**config.mk**
```make
export PLATFORM = sky130hd
export DESIGN_NAME = alu_request_arbiter
export DESIGN_NICKNAME = d
export VERILOG_FILES = /design/src/rtl/alu_request_arbiter.sv
export SDC_FILE = /design/constraint.sdc
export NUM_CORES = 1
export LEC_CHECK = 0
export CAP_MARGIN = 10
export CORE_UTILIZATION = 43
export CTS_CLUSTER_DIAMETER = 200
export DETAILED_ROUTE_END_ITERATION = 6
export GPL_TIMING_DRIVEN = 0
export PLACE_DENSITY = 0.94
export SYNTH_ARGS = -nofsm -noshare
export SYNTH_HDL_FRONTEND = slang
export SYNTH_SLANG_ARGS = --single-unit
```
**constraint.sdc**
```tcl
create_clock -name clk -period 6.9 [get_ports clk]
set_clock_uncertainty 0.2 [all_clocks]
set_input_delay 1.38 -clock clk [delete_from_list [all_inputs] [get_ports clk]]
set_output_delay 1.38 -clock clk [all_outputs]
set_load 0.005 [all_outputs]
```
**src/rtl/alu_request_arbiter.sv**
```systemverilog
// rtl/alu_request_arbiter.sv - round-robin arbiter sharing one multi-cycle ALU among requesters
//
// Purpose:
//   Grants one of NUM_REQ requesters access to a single ALU, holds the
//   granted opcode/operands on the ALU for ALU_LAT cycles, captures the
//   result and returns it to the owner as a one-cycle response pulse.
//   Illegal opcodes and divide-by-zero are answered with an error response
//   without ever driving the ALU.
//
// Ports:
//   clk, reset      clock (rising edge), asynchronous active-high reset
//   req_valid       per-requester request pending
//   req_ready       per-requester grant, only ever asserted in IDLE
//   req_opcode      4 bits per requester, requester i at [4i+3:4i]
//   req_op_a/b      DATA_W bits per requester, requester i at [DATA_W*i +: DATA_W]
//   rsp_valid       one-hot, one-cycle response pulse to the owner
//   rsp_result      result, meaningful while rsp_valid is non-zero
//   rsp_error       response was rejected (illegal opcode or divide by zero)
//   alu_opcode      to ALU, 4'b0000 when not executing
//   alu_operand_a/b to ALU, 0 when not executing
//   alu_result      from ALU
//   busy            an operation is in flight (state != IDLE)

module alu_request_arbiter #(
    parameter int NUM_REQ = 4,
    parameter int DATA_W  = 16,
    parameter int RES_W   = 32,
    parameter int ALU_LAT = 2
) (
    input  logic                      clk,
    input  logic                      reset,
    input  logic [NUM_REQ-1:0]        req_valid,
    output logic [NUM_REQ-1:0]        req_ready,
    input  logic [4*NUM_REQ-1:0]      req_opcode,
    input  logic [DATA_W*NUM_REQ-1:0] req_op_a,
    input  logic [DATA_W*NUM_REQ-1:0] req_op_b,
    output logic [NUM_REQ-1:0]        rsp_valid,
    output logic [RES_W-1:0]          rsp_result,
    output logic                      rsp_error,
    output logic [3:0]                alu_opcode,
    output logic [DATA_W-1:0]         alu_operand_a,
    output logic [DATA_W-1:0]         alu_operand_b,
    input  logic [RES_W-1:0]          alu_result,
    output logic                      busy
);

    localparam int PTR_W = (NUM_REQ > 1) ? $clog2(NUM_REQ) : 1;
    localparam int CNT_W = (ALU_LAT > 1) ? $clog2(ALU_LAT) : 1;

    localparam logic [3:0] OP_NOP = 4'b0000;
    localparam logic [3:0] OP_DIV = 4'b0100;
    localparam logic [3:0] OP_MAX = 4'b1011;

    typedef enum logic [1:0] {
        IDLE = 2'd0,
        EXEC = 2'd1,
        RESP = 2'd2
    } state_t;

    state_t state;
    state_t state_next;

    // Round-robin pointer holds the last winner; search starts one above it.
    logic [PTR_W-1:0]  rr_ptr;
    logic [PTR_W-1:0]  owner;
    logic [3:0]        op_q;
    logic [DATA_W-1:0] a_q;
    logic [DATA_W-1:0] b_q;
    logic              err_q;
    logic [RES_W-1:0]  res_q;
    logic [CNT_W-1:0]  cnt;

    logic              win_found;
    logic [PTR_W-1:0]  win_idx;
    logic [3:0]        sel_op;
    logic [DATA_W-1:0] sel_a;
    logic [DATA_W-1:0] sel_b;
    logic              sel_reject;
    logic              handshake;
    logic              exec_last;

    // Winner search: first valid requester after rr_ptr, wrapping around.
    always_comb begin
        int idx;
        win_found = 1'b0;
        win_idx   = '0;
        idx       = 0;
        for (int i = 1; i <= NUM_REQ; i++) begin
            idx = int'(rr_ptr) + i;
            if (idx >= NUM_REQ) begin
                idx = idx - NUM_REQ;
            end
            if (!win_found && req_valid[idx]) begin
                win_found = 1'b1;
                win_idx   = PTR_W'(idx);
            end
        end
    end

    // Only the winner's payload is looked at; non-winners are never sampled.
    assign sel_op = req_opcode[4*win_idx +: 4];
    assign sel_a  = req_op_a[DATA_W*win_idx +: DATA_W];
    assign sel_b  = req_op_b[DATA_W*win_idx +: DATA_W];

    assign sel_reject = (sel_op == OP_NOP) || (sel_op > OP_MAX) ||
                        ((sel_op == OP_DIV) && (sel_b == '0));

    // The winner's valid is set by construction, so a grant is a handshake.
    // Reset gating keeps ready low while reset is held.
    assign handshake = (state == IDLE) && win_found && !reset;

    assign exec_last = (cnt == CNT_W'(ALU_LAT - 1));

    assign busy = (state != IDLE);

    always_comb begin
        state_next    = state;
        req_ready     = '0;
        rsp_valid     = '0;
        rsp_error     = 1'b0;
        rsp_result    = '0;
        alu_opcode    = OP_NOP;
        alu_operand_a = '0;
        alu_operand_b = '0;
        case (state)
            IDLE: begin
                if (handshake) begin
                    req_ready[win_idx] = 1'b1;
                    state_next         = sel_reject ? RESP : EXEC;
                end
            end
            EXEC: begin
                alu_opcode    = op_q;
                alu_operand_a = a_q;
                alu_operand_b = b_q;
                if (exec_last) begin
                    state_next = RESP;
                end
            end
            RESP: begin
                rsp_valid[owner] = 1'b1;
                rsp_error        = err_q;
                rsp_result       = res_q;
                state_next       = IDLE;
            end
            default: begin
                state_next = IDLE;
            end
        endcase
    end

    always_ff @(posedge clk or posedge reset) begin
        if (reset) begin
            state  <= IDLE;
            rr_ptr <= PTR_W'(NUM_REQ - 1);
            owner  <= '0;
            op_q   <= OP_NOP;
            a_q    <= '0;
            b_q    <= '0;
            err_q  <= 1'b0;
            res_q  <= '0;
            cnt    <= '0;
        end else begin
            state <= state_next;
            case (state)
                IDLE: begin
                    if (handshake) begin
                        rr_ptr <= win_idx;
                        owner  <= win_idx;
                        op_q   <= sel_op;
                        a_q    <= sel_a;
                        b_q    <= sel_b;
                        err_q  <= sel_reject;
                        // Rejected ops answer with a zero result.
                        res_q  <= '0;
                        cnt    <= '0;
                    end
                end
                EXEC: begin
                    cnt <= cnt + CNT_W'(1);
                    if (exec_last) begin
                        res_q <= alu_result;
                    end
                end
                default: begin
                end
            endcase
        end
    end

endmodule

```
Yosys cells after proc, flatten, opt, wreduce, memory -nomap -nowiden
Index checks and enable logic that the tools add are counted.
{ "word_totals": {"reg_bits": 76, "latch_bits": 0, "ramBits": 0, "rom_bits": 0, "input_bits": 182, "output_inout_bits": 78, "elab_cells": 107, "mem_count": 0} }
{ "op_classes": {"addsub": 9, "mul": 0, "div": 0, "order_cmp": 13, "n_eq_ne": 5, "n_shift": 3, "n_mux": 45, "n_bitwise": 0, "n_reduce_logical": 23} }
{ "op_table": {"columns": ["op", "count"], "rows": [
  ["32-bit two-way mux", 7],
  ["32-bit by 4-bit < comparator with 1-bit output, second input constant", 4],
  ["64-bit by 7-bit indexed part select with 16-bit output", 2],
  ["32-bit case mux with 2 select lines", 1],
  ["16-bit two-way mux", 2],
  ["16-bit logical NOT", 1],
  ["1-bit two-way mux", 16],
  ["4-bit two-way mux", 4],
  ["16-bit by 5-bit indexed part select with 4-bit output", 1],
  ["2-bit two-way mux", 7],
  ["3-bit by 3-bit subtractor with 4-bit output, second input constant", 3],
  ["3-bit >= comparator, second input constant", 3],
  ["1-bit binary-select mux with 2-bit select", 4],
  ["1-bit logical AND", 8],
  ["2-bit by 2-bit adder with 3-bit output, second input constant", 2],
  ["2-bit by 3-bit < comparator with 1-bit output, second input constant", 2],
  ["2-bit AND reduction", 3],
  ["4-bit by 3-bit subtractor with 5-bit output, second input constant", 1],
  ["2-bit by 3-bit adder with 4-bit output, second input constant", 1],
  ["1-bit demux with 2-bit select", 2],
  ["4-bit by 3-bit equality test with 1-bit output, second input constant", 1],
  ["2-bit by 1-bit >= comparator with 1-bit output, second input constant", 2],
  ["4-bit by 3-bit >= comparator with 1-bit output, second input constant", 1],
  ["4-bit greater-than comparator, second input constant", 1],
  ["other kinds (13)", 19]
]} }

Longest topological paths before layout
{ "logic_depth": {"ltp_word": 23, "depth_mapped": 9} }

Least setup slack after synthesis
OpenSTA, ideal clock, no wires.
{ "synth_path": {"path_type": "input port to output port", "start": "input port req_valid[1]", "end": "output port req_ready[1]", "t_arrival_ps": 2668, "required_ps": 5320, "slack_ps": 2652, "stages": 6, "n_path_buf": 3, "cell_sequence": "nor4_1 -> or3_1 -> clkbuf_1 -> clkbuf_1 -> buf_1 -> nor3_1"} }
{ "synth_via": {"elab_chain_len": 19} }
{ "synth_lines": {"columns": ["element", "line_no", "rtl"], "rows": [
  ["start, declared", "32", "input logic [NUM_REQ-1:0] req_valid,"],
  ["1-bit binary-select mux with 2-bit select", "93", "if (!win_found && req_valid[idx]) begin"],
  ["1-bit two-way mux (not written as such) (2 in series)", "93", null],
  ["1-bit two-way mux", "93", null],
  ["1-bit logical NOT", "93", null],
  ["1-bit logical AND", "93", null],
  ["1-bit two-way mux", "93", null],
  ["1-bit logical NOT", "93", null],
  ["1-bit logical AND", "93", null],
  ["(+2 left out)", null, null],
  ["1-bit logical AND", "93", null],
  ["2-bit two-way mux", "93", null],
  ["2-bit by 3-bit < comparator with 1-bit output (not written as such) / 2-bit by 1-bit >= comparator with 1-bit output (equally long branches)", "128", "req_ready[win_idx] = 1'b1;"],
  ["1-bit logical AND (not written as such)", "128", null],
  ["1-bit two-way mux (not written as such)", "128", null],
  ["1-bit demux with 2-bit select", "128", null],
  ["4-bit two-way mux (*)", "127", "if (handshake) begin"],
  ["4-bit two-way mux (*)", "125", "case (state)"],
  ["end, declared", "33", "output logic [NUM_REQ-1:0] req_ready,"]
]} }
Mark *: on every way between the ends. The rest lies on a longest branch, timed or not. The select of a mux whose other input is x is not followed.

Final worst setup path
Same ends and word-level chain as after synthesis.

==> reports/metrics.cfg <==
[placed_design]
routability_driven_placement_congestion_ratio = 0.921
hpwl_after_dpl_um = 14200
placedInstanceArea_mm2 = 0.00759
placedCellCount = 980
port_buffers = 259

[setup_path]
worstReg2RegStart = rr_ptr[0]
worst-endpoint-required_ns = 5.32
critical_path_arrival_ns = 4.33
timing.critical_path.from_type = primary input
setup.worst_path.class = primary input to primary output
cp-end-kind = primary output
worst-r2r-setup-slack_ns = 4.00
worstPathMaxFanout = 10
worst_setup_endpoint = req_ready[1]
cp-startpoint = req_valid[1]
crit-reg2reg-capture = err_q
ff2ff_path_depth = 7

[synthesis]
synth_top_family_by_area = simple AND/OR/NAND/NOR gates
synth-edff-count = 0
syn-mean-instance-area_um2 = 8.27
synth_xor_xnor_area_share_pct = 0
simple_gate_share_of_the_synthesized_area_pct = 33.7
complex_gate_fraction_of_the_synthesized_area_pct = 16.9
synth_cell_types = 43
post_syn_area_mm2 = 0.00480
synth_top_area_share_pct = 38.6
synth_area_leader_cell = dfrtp_1
syn-instance-count = 580
synth_sequential_area_ratio_pct = 39.7
post_synth_mux_area_share_pct = 5.09
synth_fp_nets = 762
post_synth_fa_ha_maj_area_fraction_pct = 0
ys_seq_elements = 76
yosysWarningCount = 0
synthArstFlopShare_pct = 100
dominantRegCellSynth = dfrtp_1
netlist_top_cells_area = dfrtp_1, and2_1, nand2_1, a311oi_1, a211oi_1

[sta]
timing.final.crit_share_pct = 85.6
max_slew_margin_pct = 61.5
timing.final.crit_period_ns = 5.91
fmax_ghz = 0.169
worst_pin_slew_ns = 0.578
report.final.slew_viol_count = 0
setup-tns-final_ns = 0
setup_viols_final = 0
unrepaired_setup_endpoints_after_global_routing = no
final_hold_viol_count = 0

[floorplanning]
ios = 260
rows = 38
floorplan.core_area_mm2 = 0.0108
fp.dieW_um = 108
initial_core_util_pct = 44.3
die_height_um = 108
design.die.area_mm2 = 0.0116

[power]
power_density_mw_per_mm2 = 312
power.static_leakage_nw = 3.46
pwr-share-seq_pct = 32.4
pwr-share-clk_pct = 14.9
internal_power_mw = 1.47
power.share.switching_pct = 39.9
total_switching_power_uw = 974
combinational_share_of_power_pct = 52.8
sum_of_internal_switching_and_leakage_power_mw = 2.44
irDropWorstVdd_mv = 0.181

[clock_tree]
cts.repair_timing.setup_buffer_count = 0
clkSinkCount = 76
clock-root-buffer = clkbuf_8
cts.reportedPaths.clkPinSlew_ns = 0.08
tritoncts.num_buffers = 9
maximum_count_of_clock_buffers_along_a_single_path = 2
cts_max_level = 3
clkLatencyLatePin_ns = 0.35
post_cts_hold_buffer_count = 0
ctsResizeCount = 0
tritoncts = built

[layout]
post_layout_nonfiller_instances = 996
diodes = 0
layout.cell_area.non_filler_mm2 = 0.00781
layout.nets = 1033
drive_above_1_share_pct = 4.32
area_growth_pct = 62.7

[worst_hold_path]
timing.hold.worst.class = flop to flop

[global_route]
vias_in_the_first_global_route = 5372
grt_antenna_before_repair = 0
overflow = 0
grt_start_max_net_pins = 65
grt_first_pass_wirelength_um = 27400
groute.usage.overall_pct = 31.0

[outcome]
outcome = finished clean

[detailed_routing]
routed_wirelength_um = 17800
num_vias = 5449
dr_iter_0_viols = 367
drcViolationCount = 0
route.detailed.wl_per_inst_um = 17.9
viasPerCell = 5.47
firstDrtPassIters = 5
antenna_violating_nets_post_route = 0

[job]
maxCapViolations = 0

==> how the worst min path moves through the flow <==
stage                 start       to  slack [ns]  depth (start not counted)
floorplan           b_q[10]  b_q[10]        0.24                          2
global placement     b_q[0]   b_q[0]        0.25                          2
detailed placement   a_q[4]   a_q[4]        0.26                          1
CTS                  a_q[0]   a_q[0]        0.28                          1
global route        a_q[14]  a_q[14]        0.30                          1
finish               a_q[0]   a_q[0]        0.27                          1
==> layer usage <==
| layer | wire (µm) | vias to the layer above | part of all wire, % | global-route usage, % |
|---|---|---|---|---|
| li1 | - | 2557 | - | - |
| met1 | 6810 | 2544 | 38 | 36.1 |
| met3 | 1650 | 36 | 9.2 | 6.48 |
| met5 | 0 | - | 0 | 0 |
| met2 | 8920 | 312 | 50 | 56.0 |
| met4 | 464 | 0 | 2.6 | 10.8 |
==> stage by stage <==
stage                     util, %  worst slack (ns)  hold slack (ns)
final                        72.0             0.991            0.274
after floorplan                 -              2.65            0.237
after global routing         72.0             0.727            0.301
after global placement       69.8             0.981            0.251
after CTS                    72.0             0.996            0.275
after detailed placement     70.1              1.00            0.258
==> critical path, stage by stage <==
cell,delay [ns]
clkdlybuf4s50_1,0.49
nor4_1,0.42
or3_1,0.17
clkbuf_1,0.29
clkbuf_1,0.50
buf_1,0.46
nor3_1,0.13
clkdlybuf4s50_1,0.48
==> cell usage in the layout (no fill, tap or decap), types with 2 or more instances in the layout <==
cell	count
a211oi_1	30
a21o_1	29
a21oi_1	3
a311oi_1	29
and2_1	98
and3_1	3
buf_1	4
buf_2	7
buf_4	2
clkbuf_1	37
clkbuf_8	11
clkdlybuf4s50_1	259
clkinv_4	2
dfrtp_1	74
dfstp_2	2
mux2_2	2
mux2i_1	15
mux4_2	2
nand2_1	147
nand2b_1	4
nand3_1	34
nand4_1	4
nor2_1	11
nor2b_1	2
nor3_1	6
nor4_1	9
o211ai_1	2
o21ai_0	4
or4_1	2
==> cell type report <==
class / count / area [µm²]
buffer: 51 / 215
clock buffer: 11 / 151
clock inverter: 5 / 60.1
fill: 846 / 3030
inverter: 2 / 10.0
multi-input combinational: 451 / 2670
sequential: 76 / 1900
tap: 140 / 175
timing repair buffer: 260 / 2620
==> cells in the mapped netlist, types with 6 or more instances <==
cell type    n
a211oi_1    30
and2_1      98
a311oi_1    29
buf_2        7
nand2_1    147
nor4_1       9
mux2i_1     15
nor3_1       6
dfrtp_1     74
clkbuf_1    37
a21o_1      29
nor2_1      11
nand3_1     34
==> logic make-up after synthesis <==
| group | count (synthesis) |
|---|---|
| AOI/OAI and AO/OA | 104 |
| and+or+nand+nor | 327 |
| buffers and inverters | 53 |
| muxes | 20 |
| DFF | 76 |
==> power by group through the flow <==
stage | Sequential (mW) | Combinational (mW) | Clock [mW]
after floorplan | 0.750 | 0.759 | 0
after global placement | 0.782 | 1.25 | 0
after detailed placement | 0.794 | 1.28 | 0
after CTS | 0.785 | 1.29 | 0.364
after global routing | 0.814 | 1.41 | 0.386
final | 0.790 | 1.29 | 0.362
==> state kept, by name, indices dropped and copies added, names as in the netlist <==
signal / count
b_q: 16
state: 2
err_q: 1
res_q: 32
a_q: 16
rr_ptr: 2
owner: 2
cnt: 1
op_q: 4
No activity file was read; power rests on OpenSTA's default activity.
